## src/rtl/upower_fetch_decode.sv

```systemverilog
// upower_fetch_decode: PC, word-addressed imem and R/I-type decoder issuing to the datapath via valid/ready.
module upower_fetch_decode #(
  parameter int IMEM_DEPTH = 64,
  parameter int PC_W = 64
) (
  input  logic                          clk,
  input  logic                          rst,
  input  logic                          start,
  input  logic                          imem_we,
  input  logic [$clog2(IMEM_DEPTH)-1:0] imem_addr,
  input  logic [31:0]                   imem_wdata,
  input  logic                          out_ready,
  output logic                          out_valid,
  output logic [31:0]                   instruction,
  output logic [3:0]                    ALU_OP,
  output logic                          RegWrite,
  output logic                          RegDst,
  output logic                          ALUSrc,
  output logic                          XO,
  output logic [PC_W-1:0]               pc,
  output logic                          halted,
  output logic                          error
);
  localparam int AW = $clog2(IMEM_DEPTH);
  localparam logic [PC_W-1:0] END_PC = PC_W'(IMEM_DEPTH * 4);
  typedef enum logic [2:0] {IDLE, FETCH, DECODE, ISSUE, HALT} state_t;
  state_t state, state_nxt;
  logic [31:0] imem [IMEM_DEPTH];
  logic [31:0] ir;
  logic rw;
  logic [5:0] op;
  logic [9:0] xo_f;
  logic is_add, is_and, is_or, is_addi, is_andi, is_ori, legal;
  logic [3:0] dec_alu;
  logic [PC_W-1:0] pc_inc;
  assign instruction = ir;
  assign op = ir[31:26];
  assign xo_f = ir[10:1];
  assign is_add = op == 6'd31 && xo_f == 10'd266;
  assign is_and = op == 6'd31 && xo_f == 10'd28;
  assign is_or = op == 6'd31 && xo_f == 10'd444;
  assign is_addi = op == 6'd14;
  assign is_andi = op == 6'd28;
  assign is_ori = op == 6'd24;
  assign legal = is_add | is_and | is_or | is_addi | is_andi | is_ori;
  assign dec_alu = (is_add | is_addi) ? 4'b0010 : (is_or | is_ori) ? 4'b0001 : 4'b0000;
  assign pc_inc = pc + PC_W'(4);
  always_ff @(posedge clk) begin
    if (!rst) state <= IDLE;
    else state <= state_nxt;
  end
  always_comb begin
    state_nxt = state;
    case (state)
      IDLE:    state_nxt = start ? FETCH : IDLE;
      FETCH:   state_nxt = DECODE;
      DECODE:  state_nxt = legal ? ISSUE : HALT;
      ISSUE:   state_nxt = !out_ready ? ISSUE : (pc_inc == END_PC) ? HALT : FETCH;
      default: state_nxt = HALT;
    endcase
  end
  // A reset arriving during ISSUE must suppress the register-file write in that same cycle
  always_comb begin
    out_valid = state == ISSUE;
    halted = state == HALT;
    RegWrite = rw & out_valid & out_ready & rst;
  end
  always_ff @(posedge clk) begin
    if (!rst) begin
      pc <= '0;
      ir <= '0;
      ALU_OP <= '0;
      ALUSrc <= 1'b0;
      RegDst <= 1'b0;
      XO <= 1'b0;
      rw <= 1'b0;
      error <= 1'b0;
    end else begin
      if (state == FETCH) ir <= imem[pc[AW+1:2]];
      if (state == DECODE) begin
        ALU_OP <= dec_alu;
        ALUSrc <= is_addi | is_andi | is_ori;
        RegDst <= is_add | is_and | is_or;
        XO <= is_add | is_addi;
        rw <= legal;
        error <= !legal && ir != '0;
      end
      if (state == ISSUE && out_ready) pc <= pc_inc;
    end
  end
  // Memory has no reset so a program survives rst
  always_ff @(posedge clk) begin
    if (state == IDLE && imem_we) imem[imem_addr] <= imem_wdata;
  end
endmodule
```

## config.mk

```make
export PLATFORM = sky130hd
export DESIGN_NAME = upower_fetch_decode
export DESIGN_NICKNAME = d
export VERILOG_FILES = /design/src/rtl/upower_fetch_decode.sv
export SDC_FILE = /design/constraint.sdc
export NUM_CORES = 2
export LEC_CHECK = 0
export ABC_AREA = 1
export ABC_CLOCK_PERIOD_IN_PS = 7100
export CAP_MARGIN = 25
export CORE_MARGIN = 2
export CORE_UTILIZATION = 40
export CTS_BUF_LIST = sky130_fd_sc_hd__clkbuf_8
export DETAILED_ROUTE_END_ITERATION = 6
export GPL_TIMING_DRIVEN = 0
export PLACE_DENSITY = 0.53
export SLEW_MARGIN = 40
export SYNTH_ARGS = -nofsm -noshare
export SYNTH_HDL_FRONTEND = slang
export SYNTH_SLANG_ARGS = --single-unit
```

## constraint.sdc

```tcl
create_clock -name clk -period 7.1 [get_ports clk]
set_clock_uncertainty 0.05 [all_clocks]
set_input_delay 2.13 -clock clk [delete_from_list [all_inputs] [get_ports clk]]
set_output_delay 2.13 -clock clk [all_outputs]
set_load 0.02 [all_outputs]
```

# Word-level counts from Yosys, hierarchy flattened

Memory sizes are Yosys's and may differ from the RTL's. A register that Yosys moved wholly into a read port is not among the register bits.
Cells that the tools add are included.

Register bits: 76
Bits in writable memories: 2,048
Output and inout bits: 107
Memories kept: 1

Add/subtract/negate cells: 1
Eq/ne operators: 12
Muxes and demuxes: 9
Bitwise operators: 12
Reductions and logical operators: 10

Memory list:

| name | depth | bits a word | rd ports | clocked after memory_dff | wr ports | RTL line | source |
|---|---|---|---|---|---|---|---|
| imem | 64    | 32          | 1        | 1                        | 1        | 28       | `logic [31:0] imem [IMEM_DEPTH];` |

Operator list:

| cell                                                  | number |
|---|---|
| adder 64 x 3 -> 64 bit (second input constant)        | 1 |
| equality test 64 x 9 -> 1 bit (second input constant) | 1 |
| nonzero test 32 bit                                   | 1 |
| equality test 10 x 9 -> 1 bit (second input constant) | 2 |
| equality test 6 x 5 -> 1 bit (second input constant)  | 3 |
| one-hot mux 3 bit (4 select lines)                    | 1 |
| equality test 10 x 5 -> 1 bit (second input constant) | 1 |
| 2-to-1 mux 3 bit                                      | 3 |
| OR 1 bit                                              | 9 |
| equality test 3 x 2 -> 1 bit (second input constant)  | 2 |
| equality test 6 x 4 -> 1 bit (second input constant)  | 1 |
| logical AND 1 bit                                     | 6 |
| 2-to-1 mux 1 bit                                      | 4 |
| AND 1 bit                                             | 3 |
| equality test 3 x 1 -> 1 bit (second input constant)  | 1 |
| equality test 3 bit (second input constant)           | 1 |
| zero test 3 bit                                       | 1 |
| zero test 1 bit                                       | 2 |
| 2-to-1 mux 2 bit                                      | 1 |

# Logic depth before layout (Yosys ltp)

Word-level depth: 9
Depth in mapped cells: 18
Mapped depth without buffers: 17

# Least setup slack after synthesis

Ideal clock, no wire load.

Path kind: input -> output
Start point: in rst
End point: out RegWrite
Arrival time: 3.239 ns
Slack: 1.681 ns
Cell stages on the path: 4
Path buffers: 2
Path through: clkbuf_1 -> clkinv_1 -> clkbuf_1 -> nor3_1

Cells in the longest elaborated chain, start to end: 1

Ends and longest elaborated chain:

| element            | RTL line | source |
|---|---|---|
| start: declaration | 7        | `input logic rst,` |
| AND 1 bit          | 66       | `RegWrite = rw & out_valid & out_ready & rst;` |
| end: declaration   | 16       | `output logic RegWrite,` |

Every way passes these cells.

# Worst setup path after layout

Same ends and word-level chain as after synthesis.

==> results_dict.tcl <==
set metrics [dict create \
    core_sq_um 212500 \
    ant_nets 0 \
    yosys_warnings 0 \
    std_cell_rows 169 \
    startpoint_type "input port" \
    hold_path_class "flip-flop to flip-flop" \
    gp_congestion 0.9733 \
    p_total_mw 25.47 \
    fp.dieW_microns 466.8 \
    drive_gt1_share_pct 12.72 \
    drtPass1Iterations 7 \
    pwr-share-seq_pct 55.0 \
    clk_pin_slew_worst_paths_ps 60 \
    rsz0062_at_grt "no" \
    yosysSeqAreaShare_pct 74.18 \
    critPathCapture "RegWrite" \
    die-area_sq_um 217900 \
    layout_setup_ws_ps 248.5 \
    clockBufferDepth 4 \
    synth.avg_cell_area_sq_um 12.55 \
    cp-end-kind "output pin" \
    pre_cts_slack_ps 201.5 \
    clock_latency_ps 1160 \
    drv_cap 0 \
    synthCells 6825 \
    report.final.slew_viol_count 0 \
    grt_usage_pct 35.80 \
    drt_iter0_drc 12060 \
    ff2ff_path_depth 13 \
    cts_tree "built" \
    powerDensity_nw_per_um2 246.2 \
    p_int_mw 19.38 \
    vias 67430 \
    slew_headroom_pct 30.30 \
    cts.repair.resized 0 \
    crit-reg2reg-capture "instruction[5]" \
    cp-startpoint "rst" \
    overflow 0 \
    path_class "input port to output pin" \
    worst_pin_slew_ps 1045 \
    fillers 18820 \
    clkPwrFrac_pct 40.7 \
    ir_drop_v 0.0002266 \
    arrival_ps 4670 \
    cp.required_ps 4920 \
    grt_first_pass_wirelength_microns 527700 \
    hold_depth 2 \
    postCtsHoldBufs 0 \
    routed_via_density 6.288 \
    antenna_found_initial 35 \
    syn_area_sq_um 85680 \
    grt_pass1_vias 61370 \
    place_inst 10050 \
    status "finished with violations" \
    synthTopCellsByArea "edfxtp_1, o21ai_0, nor2_1" \
    synthDistinctLibCells 43 \
    fin_crit_ps 6852 \
    ios 150 \
    synth_top_area_cell "edfxtp_1" \
    comb_power_share_pct 4.3 \
    final_nets 7654 \
    synth_top_area_share_pct 71.78 \
    final_area_sq_um 103500 \
    p_leak_nw 34.41 \
    fin_cells 10720 \
    power.switching_mw 6.099 \
    violations "DRC" \
    swShare_pct 23.94 \
    cts_setup_buffers 0 \
    cp_max_fo 8 \
    initial_core_util_pct 40.32 \
    postPlaceCellArea_sq_um 96870 \
    finalSetupViolations 0 \
    numCtsBuffers 373 \
    drc 6 \
    io_buffers 144 \
    r2r-start "pc[2]" \
    maxClockFrequency_mhz 146.0 \
    chipHeight_microns 466.8 \
    cts.sinks 2151 \
    wl_microns 399000 \
    dp_hpwl_microns 291300 \
    rrSetupSlack_ps 1930 \
    finalHoldViolCount 0 \
    flow.area_growth_from_synthesis_pct 20.77 \
    period_share_pct 96.50 \
    htreeDepth 5 \
    wl_per_cell_microns 37.21 \
    cts_root_buffer "clkbuf_8" \
    grt_max_degree 61 \
    ys_ff_latch 2151 \
]
cells by family after synthesis:
kind of cell / count (synthesis) / share of synthesized area [%]
and+or+nand+nor: 2154 / 10.18
buffers and inverters: 632 / 2.978
DFF: 2151 / 74.18
AOI/OAI and AO/OA: 1882 / 12.60
adders and majority gates: 1 / 0.01460
xor gates and xnor gates: 4 / 0.04090
other: 1 / 0.004377
critical path: stages:
cell	delay, ps
clkbuf_1	520
clkinv_1	450
clkbuf_1	370
buf_4	270
nor3_1	230
clkdlybuf4s50_1	690
per-layer routing:
layer  track usage [%]  share of wire, %  vias up
met5                 0             0.046        -
met4             22.45               7.2       16
met3             12.11                15     1125
met2             50.66                42     5694
met1             47.11                36    33560
li1                  -                 -    27040
power by group through the flow:
stage / Clock, mW / Combinational (mW) / Sequential [mW]
floorplan: 0 / 0.289 / 14.3
global placement: 0 / 0.920 / 14.3
detailed placement: 0 / 1.03 / 14.3
CTS: 10.3 / 1.03 / 14.0
global route: 10.9 / 1.09 / 14.0
finish: 10.4 / 1.08 / 14.0
flip-flops by register name (all words and copies together), names as in the netlist:
name	flops
ALU_OP	1
rw	1
state	3
imem	2048
pc	62
XO	1
ALUSrc	1
RegDst	1
instruction	32
error	1
synthesized netlist by cell type, drive strengths merged:
cell type,instances
o31ai,1
o211ai,92
nand3b,2
nand3,275
nor3,19
clkinv,2
xnor2,1
o21ai,1120
conb,1
o21bai,5
nor2,1283
a211oi,2
ha,1
a31o,1
a221oi,1
edfxtp,2048
buf,121
and2,1
o22ai,317
nor4,10
dfxtp,103
nand2,517
xor2,3
o21a,1
a31oi,28
a21oi,132
or2,2
inv,165
clkbuf,344
nand4,45
o221ai,182
metrics by stage:
stage / utilization (%) / TNS, ps / hold slack (ps)
finish: 48.69 / 0 / 418.1
detailed placement: 45.58 / 0 / 408.0
global placement: 42.66 / -3167750 / 418.1
global route: 48.66 / 0 / 451.0
CTS: 48.62 / 0 / 417.5
floorplan: - / 0 / 391.3
cell type report:
cell class                      instances  area [sq um]  area share (%)
Sequential cell                      2151         63560           61.42
Clock buffer                          382          5258           5.081
Tap cell                             2821          3530           3.411
Clock inverter                        259          1205           1.164
Timing Repair Buffer                  407          7118           6.879
Antenna cell                           26         65.06         0.06288
Buffer                                465          2018           1.950
Inverter                              167         626.9          0.6058
Multi-Input combinational cell       4045         20100           19.42
how the worst min path moves through the flow:
stage / startpoint / end
2_1_floorplan: rw / rw
3_3_place_gp: RegDst / RegDst
3_5_place_dp: error / error
4_1_cts: error / error
5_1_grt: rw / rw
6_report: error / error
cells in the final DEF, fill, tap and decap left out, types with 69 or more instances in the layout:
master,count
edfxtp_1,2048
nor2_1,1201
o21ai_0,1106
nand2_1,511
clkbuf_8,382
o22ai_1,317
inv_1,281
clkbuf_1,272
nand3_1,268
o221ai_1,182
buf_16,136
a21oi_1,132
clkdlybuf4s50_1,112
dfxtp_1,103
clkinv_1,97
o211ai_1,92
buf_2,88
buf_8,81
clkbuf_2,72
nor2_4,69
No activity file was read; power rests on OpenSTA's default activity.
